## src/rtl/atm_pkg.sv

```systemverilog
// -----------------------------------------------------------------------------
// atm_pkg
// Shared types and defaults for the ATM authentication sequencer.
//  - auth_state_t : authentication FSM states
//  - *_DEF        : default parameter values used by the sequencer and timer
//  - is_wait_state: true for states that wait on customer input and can time out
// -----------------------------------------------------------------------------
package atm_pkg;

   typedef enum logic [2:0] {
      IDLE,
      PIN_WAIT,
      AMT_WAIT,
      FACE_WAIT,
      OTP_WAIT,
      GRANT,
      DENY,
      LOCKED
   } auth_state_t;

   localparam int MAX_PIN_TRIES_DEF  = 3;
   localparam int HIGH_VALUE_AMT_DEF = 10000;
   localparam int TIMEOUT_CYC_DEF    = 1000;
   localparam int AMT_W_DEF          = 16;

   function automatic logic is_wait_state(input auth_state_t s);
      return (s == PIN_WAIT) || (s == AMT_WAIT) || (s == FACE_WAIT) || (s == OTP_WAIT);
   endfunction

endpackage

```

## src/rtl/atm_step_timer.sv

```systemverilog
// -----------------------------------------------------------------------------
// atm_step_timer
// Per-step timeout counter for the authentication sequencer.
// Ports:
//  clk    in  rising-edge clock
//  reset  in  asynchronous, active-low reset
//  clear  in  restart the count at 0 on the next edge (priority over enable)
//  enable in  count one cycle
//  expire out count has reached TIMEOUT_CYC-1
// -----------------------------------------------------------------------------
module atm_step_timer
   import atm_pkg::*;
#(
   parameter int TIMEOUT_CYC = TIMEOUT_CYC_DEF
) (
   input  logic clk,
   input  logic reset,
   input  logic clear,
   input  logic enable,
   output logic expire
);

   localparam int               CNT_W    = $clog2(TIMEOUT_CYC);
   localparam logic [CNT_W-1:0] LAST_CNT = CNT_W'(TIMEOUT_CYC - 1);

   logic [CNT_W-1:0] count_q;
   logic [CNT_W-1:0] count_d;

   // Saturate at the last count so the counter can never wrap back into range
   // if the owner holds it enabled past expiry.
   always_comb begin
      count_d = count_q;
      if (clear) begin
         count_d = '0;
      end else if (enable && (count_q != LAST_CNT)) begin
         count_d = count_q + CNT_W'(1);
      end
   end

   always_ff @(posedge clk or negedge reset) begin
      if (!reset) begin
         count_q <= '0;
      end else begin
         count_q <= count_d;
      end
   end

   assign expire = (count_q == LAST_CNT);

endmodule

```

## src/rtl/atm_auth_sequencer.sv

```systemverilog
// -----------------------------------------------------------------------------
// atm_auth_sequencer
// Sequences customer authentication between card scan and transaction
// processing: PIN entry with retry limit, high-value face + OTP check,
// per-step timeout, card lockout, and a single grant/deny pulse.
// Build option: define ATM_AUTH_FACE_EN to include the FACE_WAIT step on the
// high-value path; without it high-value amounts go straight to OTP_WAIT,
// capture_face stays 0 and face_done/face_ok are ignored.
// Ports:
//  clk, reset (async active-low)
//  start, abort, pin_valid/pin_match, amount/amount_valid,
//  face_done/face_ok, otp_valid/otp_ok                     : inputs
//  prompt_pin, capture_face, prompt_otp, card_retain, busy  : level outputs
//  auth_ok, auth_fail                                       : 1-cycle pulses
//  tries_left                                               : PIN attempts left
// All outputs are registered.
// -----------------------------------------------------------------------------
module atm_auth_sequencer
   import atm_pkg::*;
#(
   parameter int MAX_PIN_TRIES  = MAX_PIN_TRIES_DEF,
   parameter int HIGH_VALUE_AMT = HIGH_VALUE_AMT_DEF,
   parameter int TIMEOUT_CYC    = TIMEOUT_CYC_DEF,
   parameter int AMT_W          = AMT_W_DEF
) (
   input  logic             clk,
   input  logic             reset,
   input  logic             start,
   input  logic             abort,
   input  logic             pin_valid,
   input  logic             pin_match,
   input  logic [AMT_W-1:0] amount,
   input  logic             amount_valid,
   input  logic             face_done,
   input  logic             face_ok,
   input  logic             otp_valid,
   input  logic             otp_ok,
   output logic             prompt_pin,
   output logic             capture_face,
   output logic             prompt_otp,
   output logic             auth_ok,
   output logic             auth_fail,
   output logic             card_retain,
   output logic [2:0]       tries_left,
   output logic             busy
);

   localparam logic [2:0]       TRIES_INIT     = 3'(MAX_PIN_TRIES);
   localparam logic [AMT_W-1:0] HIGH_VALUE_LIM = AMT_W'(HIGH_VALUE_AMT);

   auth_state_t state_q, state_d;
   logic [2:0]  tries_left_q, tries_left_d;
   logic        prompt_pin_q, prompt_pin_d;
   logic        capture_face_q, capture_face_d;
   logic        prompt_otp_q, prompt_otp_d;
   logic        auth_ok_q, auth_ok_d;
   logic        auth_fail_q, auth_fail_d;
   logic        card_retain_q, card_retain_d;
   logic        busy_q, busy_d;

   logic        timer_clear;
   logic        timer_enable;
   logic        timer_expire;

`ifndef ATM_AUTH_FACE_EN
   logic unused_face_inputs;
   assign unused_face_inputs = face_done ^ face_ok;
`endif

   atm_step_timer #(
      .TIMEOUT_CYC (TIMEOUT_CYC)
   ) u_step_timer (
      .clk    (clk),
      .reset  (reset),
      .clear  (timer_clear),
      .enable (timer_enable),
      .expire (timer_expire)
   );

   // Next-state logic. In every wait state abort wins, then the qualifying
   // input, and the timeout only fires when neither is present.
   always_comb begin
      state_d      = state_q;
      tries_left_d = tries_left_q;
      timer_clear  = 1'b0;

      unique case (state_q)
         IDLE: begin
            if (start) begin
               state_d      = PIN_WAIT;
               tries_left_d = TRIES_INIT;
            end
         end
         PIN_WAIT: begin
            if (abort) begin
               state_d = DENY;
            end else if (pin_valid) begin
               if (pin_match) begin
                  state_d = AMT_WAIT;
               end else begin
                  tries_left_d = tries_left_q - 3'd1;
                  if (tries_left_d == 3'd0) begin
                     state_d = LOCKED;
                  end else begin
                     // A retry gets a fresh timeout window.
                     timer_clear = 1'b1;
                  end
               end
            end else if (timer_expire) begin
               state_d = DENY;
            end
         end
         AMT_WAIT: begin
            if (abort) begin
               state_d = DENY;
            end else if (amount_valid) begin
               if (amount > HIGH_VALUE_LIM) begin
`ifdef ATM_AUTH_FACE_EN
                  state_d = FACE_WAIT;
`else
                  state_d = OTP_WAIT;
`endif
               end else begin
                  state_d = GRANT;
               end
            end else if (timer_expire) begin
               state_d = DENY;
            end
         end
`ifdef ATM_AUTH_FACE_EN
         FACE_WAIT: begin
            if (abort) begin
               state_d = DENY;
            end else if (face_done) begin
               state_d = face_ok ? OTP_WAIT : DENY;
            end else if (timer_expire) begin
               state_d = DENY;
            end
         end
`endif
         OTP_WAIT: begin
            if (abort) begin
               state_d = DENY;
            end else if (otp_valid) begin
               state_d = otp_ok ? GRANT : DENY;
            end else if (timer_expire) begin
               state_d = DENY;
            end
         end
         GRANT:   state_d = IDLE;
         DENY:    state_d = IDLE;
         LOCKED:  state_d = LOCKED;
         default: state_d = IDLE;
      endcase

      if (state_d != state_q) begin
         timer_clear = 1'b1;
      end
      timer_enable = is_wait_state(state_q);
   end

   // Outputs are decoded from the next state so they appear registered,
   // one cycle after the input that caused the transition.
   always_comb begin
      prompt_pin_d   = (state_d == PIN_WAIT);
`ifdef ATM_AUTH_FACE_EN
      capture_face_d = (state_d == FACE_WAIT);
`else
      capture_face_d = 1'b0;
`endif
      prompt_otp_d   = (state_d == OTP_WAIT);
      auth_ok_d      = (state_d == GRANT);
      auth_fail_d    = (state_d == DENY) || ((state_d == LOCKED) && (state_q != LOCKED));
      card_retain_d  = (state_d == LOCKED);
      busy_d         = (state_d != IDLE);
   end

   always_ff @(posedge clk or negedge reset) begin
      if (!reset) begin
         state_q        <= IDLE;
         tries_left_q   <= TRIES_INIT;
         prompt_pin_q   <= 1'b0;
         capture_face_q <= 1'b0;
         prompt_otp_q   <= 1'b0;
         auth_ok_q      <= 1'b0;
         auth_fail_q    <= 1'b0;
         card_retain_q  <= 1'b0;
         busy_q         <= 1'b0;
      end else begin
         state_q        <= state_d;
         tries_left_q   <= tries_left_d;
         prompt_pin_q   <= prompt_pin_d;
         capture_face_q <= capture_face_d;
         prompt_otp_q   <= prompt_otp_d;
         auth_ok_q      <= auth_ok_d;
         auth_fail_q    <= auth_fail_d;
         card_retain_q  <= card_retain_d;
         busy_q         <= busy_d;
      end
   end

   assign prompt_pin   = prompt_pin_q;
   assign capture_face = capture_face_q;
   assign prompt_otp   = prompt_otp_q;
   assign auth_ok      = auth_ok_q;
   assign auth_fail    = auth_fail_q;
   assign card_retain  = card_retain_q;
   assign tries_left   = tries_left_q;
   assign busy         = busy_q;

endmodule
```

## config.mk

```make
export PLATFORM = sky130hd
export DESIGN_NAME = atm_auth_sequencer
export DESIGN_NICKNAME = d
export VERILOG_FILES = /design/src/rtl/atm_pkg.sv /design/src/rtl/atm_step_timer.sv /design/src/rtl/atm_auth_sequencer.sv
export SDC_FILE = /design/constraint.sdc
export NUM_CORES = 1
export LEC_CHECK = 0
export BUFFER_PORTS_ARGS = -buffer_cell sky130_fd_sc_hd__clkbuf_2
export CAP_MARGIN = 15
export CORE_MARGIN = 2
export CORE_UTILIZATION = 53
export CTS_CLUSTER_SIZE = 10
export DETAILED_ROUTE_END_ITERATION = 12
export GPL_ROUTABILITY_DRIVEN = 0
export PLACE_DENSITY = 0.82
export REMOVE_ABC_BUFFERS = 1
export SLEW_MARGIN = 5
export SYNTH_ARGS = -nofsm -noshare
export SYNTH_HDL_FRONTEND = slang
export SYNTH_HIERARCHICAL = 1
export SYNTH_SLANG_ARGS = --single-unit
```

## constraint.sdc

```tcl
create_clock -name clk -period 3 [get_ports clk]
set_input_delay 0.15 -clock clk [delete_from_list [all_inputs] [get_ports clk]]
set_output_delay 0.15 -clock clk [all_outputs]
set_load 0.03 [all_outputs]
```

==> results of run 1 <==
## routing by layer
metal	GRT usage	vias to the layer above
met2	0.389	40
li1	-	711
met4	0.0897	0
met3	0.0204	8
met1	0.261	680
met5	0	-
## where the power goes
group | switching [mW] | internal [mW] | leakage (nW)
logic | 0.565 | 0.388 | 0.467
registers | 0.0671 | 0.376 | 0.289
clock network | 0.0933 | 0.135 | 0.0279
total | 0.725 | 0.898 | 0.784
## stage by stage
stage | total power, mW | std cells
floorplan | 1.09 | 160
global placement | 1.30 | 229
detailed placement | 1.35 | 229
CTS | 1.58 | 234
global route | 1.74 | 238
finish | 1.62 | 238
## cell usage after synthesis (4+ instances only)
cell	instances	area, sq um
inv_1	7	26.3
a21oi_1	10	50.1
nand2_1	13	48.8
nand4_1	7	43.8
nand3_1	6	30.0
or4_1	4	30.0
o31ai_1	5	37.5
or3_1	5	31.3
nor2_1	11	41.3
a211oi_2	4	50.1
dfrtp_1	20	500
o21ai_0	10	50.1
nand2b_1	5	31.3
## layout make-up
type,instances,area (sq um),area share
clock inverters,1,30.0,0.0167
well taps,31,38.8,0.0216
inverters,9,33.8,0.0188
multi-input cells,129,876,0.487
flip-flops and latches,22,553,0.308
repair buffers,43,243,0.135
clock buffers,3,22.5,0.0125
## worst max-delay path by stage
| stage | startpoint | to | slack (ns) | cells after the start |
|---|---|---|---|---|
| 2_1_floorplan | u_step_timer/count_q[0] | u_step_timer/count_q[0] | 0.14 | 11 |
| 3_3_place_gp | u_step_timer/count_q[0] | u_step_timer/count_q[3] | 0.22 | 11 |
| 3_5_place_dp | u_step_timer/count_q[0] | u_step_timer/count_q[3] | 0.1 | 11 |
| 4_1_cts | u_step_timer/count_q[0] | u_step_timer/count_q[3] | 0.07 | 11 |
| 5_1_grt | u_step_timer/count_q[0] | u_step_timer/count_q[0] | 0.005 | 11 |
| 6_report | u_step_timer/count_q[0] | u_step_timer/count_q[0] | 0.18 | 11 |
## flip-flops by register name (all words and copies together) (netlist names)
signal                flops
auth_fail                 1
auth_ok                   1
busy                      1
card_retain               1
prompt_otp                1
prompt_pin                1
state_q                   3
tries_left                3
u_step_timer/count_q     10
## layout by cell type, fill, tap and decap left out, drive strengths merged, types with 3 or more instances in the layout
master  netlist  routed
a211oi        5       5
a21oi        12      12
nand2b        5       5
o31ai         5       5
clkbuf        1      36
nand2        13      13
xnor2         3       3
buf           6       9
o21ai        10      10
or3           5       5
o211ai        4       4
or4           4       4
inv           9       9
nor2         14      14
dfrtp        20      20
nand4         7       7
nand3         6       6
ha            3       3
## kinds of logic (layout without fill, tap and decap cells)
logic type	Yosys count	in the layout	synth area share
multiplexers	2	2	0.0141
buffers and inverters	16	56	0.0565
flip-flops	22	22	0.367
other	1	1	0.00249
AO/OA/AOI/OAI	49	49	0.251
AND/OR/NAND/NOR	69	69	0.255
adder cells (fa/ha/maj)	3	3	0.0249
XOR/XNOR	5	5	0.0291
## critical path, cell delays in order, from the launching register on
cell and delay, ns:
dfrtp_1 0.43, ha_1 0.26, nand2_2 0.12, nor3_2 0.09, nor2b_1 0.16, or4b_4 0.52, o22a_1 0.21, o211ai_2 0.13
o211ai_1 0.12, nand2b_1 0.18, or4_1 0.39, o2111ai_1 0.12
## repair_timing
action / 4_1_cts / 5_1_grt
setup endpoints to repair: 0 / 3
buffers inserted: 0 / 4
hold buffers: 1 / 0
endpoints found under the hold margin: 20 / 0
gates resized for setup: 0 / 2
==> results.md, run 1 <==
- Total core area: around 2700 sq um
- Synth warnings: 6
- R2r endpoint: u_step_timer/count_q[0]
- Least-Margin Pin Slew: 0.557 ns
- Initial antenna violation count: 0
- Critical path class: reg2reg
- Die Y: 57.3 um
- Register bit total from synthesis: 22
- WL met1: ~1400 um
- Via Count: between 1000 and 1500
- Async set-reset flop share out of synthesis: 1.00
- Die Span X: roughly 57 um
- Routed wl met2: about 1800 um
- First-pass GRT wire length: roughly 5600 um
- WL/cell: between 10 and 15 um
- Synth Instances: roughly 170
- Clk Tree Root Cell: clkbuf_4
- Final core utilization: 0.657
- Crit share post-route: 0.941
- CTS buffer count: 3
- Setup ws final: roughly 0.18 ns
- Syn Area/Cell: between 9 and 10 sq um
- Layout Skew: ~0.0015 ns
- DRC errors left: 0
- Final net count: about 240
- Hold Crit Endpoint: tries_left[2]
- Drt pass-1 iters: 4
- Num rows: 19
- EDFF count, synth: 0
- Remaining antenna violation count after routing: 0
- Num ports: 37
- CP endpoint kind: register
- GRT Residual Overflow: 0
- Synth-to-Final Area Change: 19.3%
- Placed cell area: around 1700 sq um
- Share of post-route cells with drive strength above 1: 0.333
- Detail-routed via count per cell: around 6
- Post-DP HPWL: 2640 um
- Worst-path maximum fanout: 6
- DRT iter0 DRCs: between 40 and 50
- Fin crit period: 2.82 ns
- Maximum level of the CTS H-tree: 1
- Launching point of the worst reg2reg path: u_step_timer/count_q[0]
- Clk buf depth: 2
- Final setup fails: 0
- Worst slew margin: 0.629
- CTS tree: built
- Crit path launch type: register
- WP data arrival: approximately 3.1 ns
- MaxCap Viol Count: 0
- Pin count of the biggest net entering global routing: 23
- Max-slew violations: 0
- Reg2reg setup slack: about 0.18 ns
- Fmax: around 350 MHz
- Max layer used: met4
- Worst hold stages: 4
- WP data required: 3.23 ns
- Leak pwr: a little under 0.8 nW
- Setup TNS Final: 0 ns
- Initial core utilization: 0.551
- Met3 Wirelength: between 100 and 150 um
- Reg2reg path depth: 11
- Status: complete, no violations
- Clock slew at reported path FFs: ~0.13 ns
- CTS sink cnt: 22
- HP Class: in2reg
- # port buffers: 33
- Mapped cell area: ~1500 sq um
- RSZ-0062 raised after global routing: false
- Worst-Skew Late Latency: roughly 0.30 ns
- VDD IR-drop max: 0.000787 V
- WL final: ~3400 um
- Number of distinct library cells after synthesis: 52
- Vias in the first global route: about 1300
- Antenna Cells: 0
- Die footprint: ~3300 sq um
- Hold Crit Start: start
- Final Hold Viols: 0
- Power density cells: about 900 nW/um^2
- Setup Slack @ Placement: ~0.1 ns
- Final hold slack: between 0.2 and 0.25 ns
- Fin area: 1800 sq um
- Fillers: 230
- Most used DFF post-synth: dfrtp_1
- Post-synthesis sequential area ratio: 0.367
- Tot GR Track Use: 0.215
No activity file was read; power rests on OpenSTA's default activity.
==> run 2, diff against run 1 <==
CELL_PAD_IN_SITES_DETAIL_PLACEMENT = 0   (was default)
CELL_PAD_IN_SITES_GLOBAL_PLACEMENT = 1   (was default)
CORE_UTILIZATION = 39   (was 53)
PLACE_DENSITY = 0.81   (was 0.82)
SYNTH_HIERARCHICAL = default   (was 1)
==> results.md, run 2 <==
- Status: complete, no violations
- Syn Area/Cell: 9.41 sq um (+4.3%)
- Num ports: 37 (unchanged)
- Initial core utilization: 0.404 (-0.147)
- # port buffers: 33 (unchanged)
- Fmax: 415 MHz (+17%)
- Vias in the first global route: 1303 (-3.1%)
- Fin area: 1740 sq um (-3.2%)
- Clock slew at reported path FFs: 0.08 ns (-0.05 ns)
- Register bit total from synthesis: 22 (unchanged)
- GRT Residual Overflow: 0 (unchanged)
- Int Power: 776 uW (-14%)
- Maximum level of the CTS H-tree: 1 (unchanged)
- Num rows: 22 (+3)
- HP Class: in2reg
- Max-slew violations: 0 (unchanged)
- Post-synth top area share: 0.341 (+0.00878)
- Critical path class: reg2reg
- Sequential power share: 0.298 (+0.025)
- WL/cell: 14.1 um (about the same)
- Critical path cell sequence: ha_1 -> nand3_1 -> nor4_4 -> nand2_1 -> a211oi_1 -> o311a_1 -> nor3_2
- DRT iter0 DRCs: 60 (+40%)
- Worst slew margin: 0.560 (-0.0686)
- CTS tree: built
- Final setup fails: 0 (unchanged)
- Worst stage delay on the critical path: 0.58 ns (+0.06 ns)
- Tot GR Track Use: 0.176 (-0.0394)
- Clk Tree Root Cell: clkbuf_8
- Setup TNS Final: 0 ns (unchanged)
- PostCTS Resize Cnt: 0 (unchanged)
- Worst-Skew Late Latency: 0.26 ns (-0.04 ns)
- Power density cells: 817 nW/um^2 (-9.6%)
- WL final: 3350 um (-0.51%)
- Synth warnings: 0 (-6)
- Critical Path Source: u_step_timer.count_q[0]
- Placed cell area: 1660 sq um (-2.3%)
- Clock Power Share: 0.195 (+0.054)
- Antenna Cells: 0 (unchanged)
- Most used DFF post-synth: dfrtp_1
- Total core area: 3630 sq um (+33%)
- Crit share post-route: 0.804 (-0.138)
- Clk buf depth: 2 (unchanged)
- Most instantiated library cell after synthesis: dfrtp_1
- CP endpoint kind: register
- Post-DP HPWL: 2540 um (-3.8%)
- Leak pwr: 0.766 nW (-2.3%)
- Post-synthesis simple-gate area fraction: 0.310 (+0.0553)
- Commonest non-fill, non-tap cell in the layout: clkbuf_2
- Post-synthesis adder-cell area fraction: 0.0256 (+0.000659)
- Top cells by count, synth: dfrtp_1, nand2_1, nor3_1, inv_1, nor3_2
- Layout Skew: 0.00189 ns (+0.000398 ns)
- CTS buffer count: 3 (unchanged)
- Least-Margin Pin Slew: 0.656 ns (+0.0990 ns)
- Post-synthesis sequential area ratio: 0.377 (+0.00970)
- Final Hold Viols: 0 (unchanged)
- WP data required: 3.13 ns (-0.10 ns)
- Largest Register: u_step_timer.count_q
- Hold Crit Start: pin_match
- DRC errors left: 0 (unchanged)
- Die footprint: 4270 sq um (+30%)
- Launching point of the worst reg2reg path: u_step_timer.count_q[0]
- Remaining antenna violation count after routing: 0 (unchanged)
- Synth Instances: 156 (-6.6%)
- MaxCap Viol Count: 0 (unchanged)
- Via Count: 1322 (-8.1%)
- Fin crit period: 2.41 ns (-0.413 ns)
- CTS sink cnt: 22 (unchanged)
- Die Y: 65.3 um (+14%)
- Synth Area in Compound Gates: 0.156 (-0.0948)
- Largest cells by area after synthesis: dfrtp_1, nor3_2, xnor2_1
- Largest family of logic cells by synthesized area: simple AND/OR/NAND/NOR gates
- Number of distinct library cells after synthesis: 49 (-5.8%)
- Switching Share: 0.454 (+0.00732)
- Most frequent cells in the layout: clkbuf_2, dfrtp_1, nand2_1
- CP max stage cell: o311a_1
- Pin count of the biggest net entering global routing: 23 (unchanged)
- Mux contribution to synthesized area: 0.00682 (-0.00730)
- Initial antenna violation count: 0 (unchanged)
- XOR/XNOR share of the synthesized area: 0.0597 (+0.0306)
- WP data arrival: 2.54 ns (-0.51 ns)
- Reg2reg setup slack: 0.59 ns (+0.41 ns)
- Setup bufs post-CTS: 0 (unchanged)
- Share of post-route cells with drive strength above 1: 0.312 (-0.0212)
- Max reg flops: 10 (unchanged)
- Die Span X: 65.3 um (+14%)
- Detail-routed via count per cell: 5.58 (-7.7%)
- Final net count: 220 (-7.6%)
- Crit path launch type: register
- First-pass GRT wire length: 5800 um (+3.2%)
- Switching pwr: 645 uW (-11%)
- VDD IR-drop max: 0.000258 V (-67%)
- EDFF count, synth: 0 (unchanged)
- Yosys top cell by area: dfrtp_1
- Synth-to-Final Area Change: 18.5%
- Mapped cell area: 1470 sq um (-2.6%)
- Drt pass-1 iters: 4 (unchanged)
- Worst-path maximum fanout: 10 (+4)
- Async set-reset flop share out of synthesis: 1.00 (unchanged)
- Fillers: 372 (+62%)
- RSZ-0062 raised after global routing: false
- # hold bufs at CTS: 1 (unchanged)
- Comb pwr share: 0.507 (-0.080)
run 2: power groups by stage:
stage	clock (mW)	combinational [mW]	sequential, mW
2_1_floorplan	0	0.462	0.483
6_report	0.277	0.721	0.423
4_1_cts	0.286	0.726	0.421
3_3_place_gp	0	0.713	0.424
5_1_grt	0.298	0.802	0.432
3_5_place_dp	0	0.723	0.425
run 2: logic make-up after synthesis:
| group | Yosys count |
|---|---|
| buf+inv | 18 |
| xor+xnor | 10 |
| fa+ha+maj | 3 |
| compound gates | 29 |
| flops | 22 |
| other cells | 1 |
| mux | 1 |
| simple gates | 72 |
run 2: layer usage:
| layer | track usage | part of all wire | vias to the layer above | routed length, um |
|---|---|---|---|---|
| met2 | 0.284 | 0.47 | 52 | 1560 |
| met5 | 0 | 0 | - | 0 |
| li1 | - | - | 647 | - |
| met1 | 0.229 | 0.45 | 617 | 1520 |
| met4 | 0.0807 | 0.020 | 0 | 68 |
| met3 | 0.0308 | 0.060 | 6 | 200 |
run 2: worst paths after layout:
kind                                            to  depth (start not counted)
min                                  tries_left[0]                          4
min reg2reg                          tries_left[2]                          1
min in group asynchronous  u_step_timer.count_q[2]                          2
max in group asynchronous            tries_left[0]                          2
max reg2reg                u_step_timer.count_q[4]                          7
max                        u_step_timer.count_q[4]                          7
run 2: layout make-up:
class,instances,area (sq um),share of cell area
multi-input combinational,116,823,0.473
sequential,22,553,0.318
timing repair buffer,36,190,0.109
tap,48,60.1,0.0345
clock buffer,3,41.3,0.0237
inverter,11,41.3,0.0237
clock inverter,1,30.0,0.0173
run 2: metrics by stage:
| step | std cells | setup WS [ns] | power [mW] | hold WS [ns] | util |
|---|---|---|---|---|---|
| finish | 237 | 0.589 | 1.42 | 0.311 | 0.479 |
| global route | 237 | 0.442 | 1.53 | 0.319 | 0.479 |
| CTS | 237 | 0.572 | 1.43 | 0.310 | 0.479 |
| detailed placement | 232 | 0.581 | 1.15 | 0.176 | 0.456 |
| global placement | 232 | 0.656 | 1.14 | 0.162 | 0.456 |
| floorplan | 149 | 0.699 | 0.945 | -0.146 | - |
run 2: critical path: cells and delay by family (launching register included):
family / cells / cell delay [ns]
DFF: 1 / 0.39
adders and majority gates: 1 / 0.21
and+or+nand+nor: 4 / 0.75
AOI/OAI and AO/OA: 2 / 0.91
==> run 3, diff against run 2 <==
CORE_UTILIZATION = 36   (was 39)
PLACE_DENSITY = 0.79   (was 0.81)
clock period = 1.9 ns   (was 3 ns; I/O delays follow)
==> results.md, run 3 (synthesis gave the netlist of run 2 again) <==
- Critical path cell sequence: ha_4 -> nand3_4 -> or4_4 -> a221oi_4 -> buf_4 -> nor3_4 -> inv_2 -> and3_1
- Power density cells: 1300 nW/um^2 (+59%)
- Worst stage delay on the critical path: 0.55 ns (-0.03 ns)
- Die Span X: 67.9 um (+3.8%)
- CTS tree: built
- Launching point of the worst reg2reg path: u_step_timer.count_q[1]
- Fillers: 358 (-3.8%)
- Most frequent cells in the layout: buf_4, clkbuf_2, dfrtp_1
- Tot GR Track Use: 0.191 (+0.0153)
- Crit path buffers/inverters: 2 (+2)
- R2r endpoint: auth_fail
- Crit path launch type: register
- VDD IR-drop max: 0.000645 V (+150%)
- Critical path class: reg2reg
- Worst hold stages: 4 (unchanged)
- Num rows: 23 (+4.5%)
- Kind of cell adding the most delay to the critical path: simple AND/OR/NAND/NOR gates
- Remaining antenna violation count after routing: 0 (unchanged)
- Largest Register: u_step_timer.count_q
- Leak pwr: 1.01 nW (+32%)
- Clock Power Share: 0.116 (-0.079)
- Detail-routed via count per cell: 5.32 (-4.6%)
- Via Count: 1485 (+12%)
- Switching Share: 0.435 (-0.0191)
- Fin area: 2200 sq um (+27%)
- Least-Margin Pin Slew: 0.555 ns (-0.101 ns)
- Final Hold Viols: 0 (unchanged)
- Area taken by flip-flops and latches: 553 sq um (unchanged)
- CP endpoint kind: register
- Reg2reg setup slack: -0.19 ns (-0.77 ns)
- Clk buf depth: 2 (unchanged)
- CTS sink cnt: 22 (unchanged)
- Final Power: 2.86 mW (+100%)
- Antenna Cells: 0 (unchanged)
- DRC errors left: 0 (unchanged)
- DRT iter0 DRCs: 147 (+150%)
- Final net count: 260 (+18%)
- Layout Skew: 0.00681 ns (+0.00492 ns)
- Final core utilization: 0.555 (+0.0762)
- Sequential power share: 0.215 (-0.083)
- Max reg flops: 10 (unchanged)
- Clock slew at reported path FFs: 0.08 ns (about the same)
- Setup ws final: -0.185 ns (-0.775 ns)
- Share of post-route cells with drive strength above 1: 0.502 (+0.190)
- Placed cells: 266 (+15%)
- Num ports: 37 (unchanged)
- Worst-Skew Late Latency: 0.26 ns (about the same)
- GRT Residual Overflow: 0 (unchanged)
- Layout Cells excl Fill: 279 (+18%)
- Setup Slack @ Placement: -0.299 ns (-0.881 ns)
- RSZ-0062 raised after global routing: true
- Total core area: 3970 sq um (+9.3%)
- Vias in the first global route: 1473 (+13%)
- Fmax: 480 MHz (+16%)
- Switching pwr: 1.24 mW (+93%)
- Final setup fails: 17 (+17)
- Fin crit period: 2.09 ns (-0.325 ns)
- Multi-input combinational cell area: 953 sq um (+16%)
- Hold Crit Endpoint: tries_left[0]
- WP data arrival: 2.29 ns (-0.25 ns)
- First-pass GRT wire length: 6640 um (+15%)
- Int Power: 1.62 mW (+110%)
- Pin count of the biggest net entering global routing: 23 (unchanged)
- Drt pass-1 iters: 4 (unchanged)
- Worst slew margin: 0.627 (+0.0671)
- Max-slew violations: 0 (unchanged)
- Crit share post-route: 1.10 (+0.294)
- Die Y: 67.9 um (+3.8%)
- WL final: 4180 um (+25%)
- MaxCap Viol Count: 0 (unchanged)
- Comb pwr share: 0.669 (+0.162)
- Placed cell area: 1930 sq um (+16%)
- Worst-path maximum fanout: 5 (-5)
- # port buffers: 33 (unchanged)
- CP max stage cell: or4_4
- Initial core utilization: 0.370 (-0.0344)
- Hold Crit Start: pin_match
- Status: complete, but fails checks
- Maximum level of the CTS H-tree: 1 (unchanged)
- WP data required: 2.10 ns (-1.03 ns)
- Initial antenna violation count: 0 (unchanged)
- CTS buffer count: 3 (unchanged)
- Failing checks: negative setup slack
- WL/cell: 15.0 um (+6.0%)
- Die footprint: 4600 sq um (+7.8%)
- Clk Tree Root Cell: clkbuf_8
- Post-DP HPWL: 3010 um (+18%)
- Synth-to-Final Area Change: 50.1%
- HP Class: in2reg
- Commonest non-fill, non-tap cell in the layout: buf_4
- Reg2reg path depth: 8 (+1)
-- run 3: cell types whose count changed in the layout (fill, tap and decap cells not counted), moves of 2 or more --
cell / previous run / this run
nor3_2: 9 / 13
buf_4: 2 / 36
buf_12: 0 / 2
nor3_1: 10 / 5
or4_1: 4 / 1
buf_6: 0 / 2
or4_4: 0 / 3
-- run 3: worst max-delay path by stage --
stage	startpoint	end	slack [ns]	cells past startpoint
finish	u_step_timer.count_q[1]	auth_fail	-0.19	8
global route	u_step_timer.count_q[1]	auth_fail	-0.25	8
CTS	tries_left[0]	card_retain	-0.13	8
detailed placement	tries_left[0]	card_retain	-0.30	8
global placement	tries_left[0]	card_retain	-0.21	8
floorplan	tries_left[0]	u_step_timer.count_q[0]	-0.40	8
-- run 3: routing by layer --
metal	vias up	track usage	routed length [um]
met5	-	0	0
met4	0	0.0425	29
met3	5	0.0428	219
met2	55	0.349	2220
met1	699	0.229	1710
li1	726	-	-
-- run 3: through the flow --
step / hold slack (ns) / TNS [ns]
after floorplan: -0.201 / -4.49
after global placement: 0.0891 / -2.94
after detailed placement: 0.105 / -3.75
after CTS: 0.275 / -1.48
after global routing: 0.307 / -3.69
final: 0.303 / -2.44
-- run 3: power groups by stage --
| stage | Clock [mW] | Sequential, mW | Combinational [mW] |
|---|---|---|---|
| after floorplan | 0 | 0.762 | 0.729 |
| after global placement | 0 | 0.613 | 1.53 |
| after detailed placement | 0 | 0.614 | 1.57 |
| after CTS | 0.344 | 0.612 | 1.63 |
| after global routing | 0.371 | 0.627 | 2.05 |
| final | 0.331 | 0.615 | 1.91 |
-- run 3: worst register-to-register path, delay by kind of cell (launching register included) --
family / cells / cell delay, ns
flops: 1 / 0.41
compound gates: 1 / 0.32
fa+ha+maj: 1 / 0.16
buf+inv: 2 / 0.29
simple gates: 4 / 0.85
-- run 3: area by class of cell --
class	instances	share of cell area
Inverter	11	0.0187
Multi-Input combinational cell	116	0.433
Tap cell	50	0.0284
Timing Repair Buffer	76	0.244
Sequential cell	22	0.251
Clock buffer	4	0.0250
-- run 3: repair_timing --
action	in CTS	in global routing
gates cloned	0	2
hold buffers	1	0
resized for setup	13	11
pin swaps	4	10
endpoints found under the setup margin	18	21
setup buffers	0	6
endpoints found under the hold margin	20	0
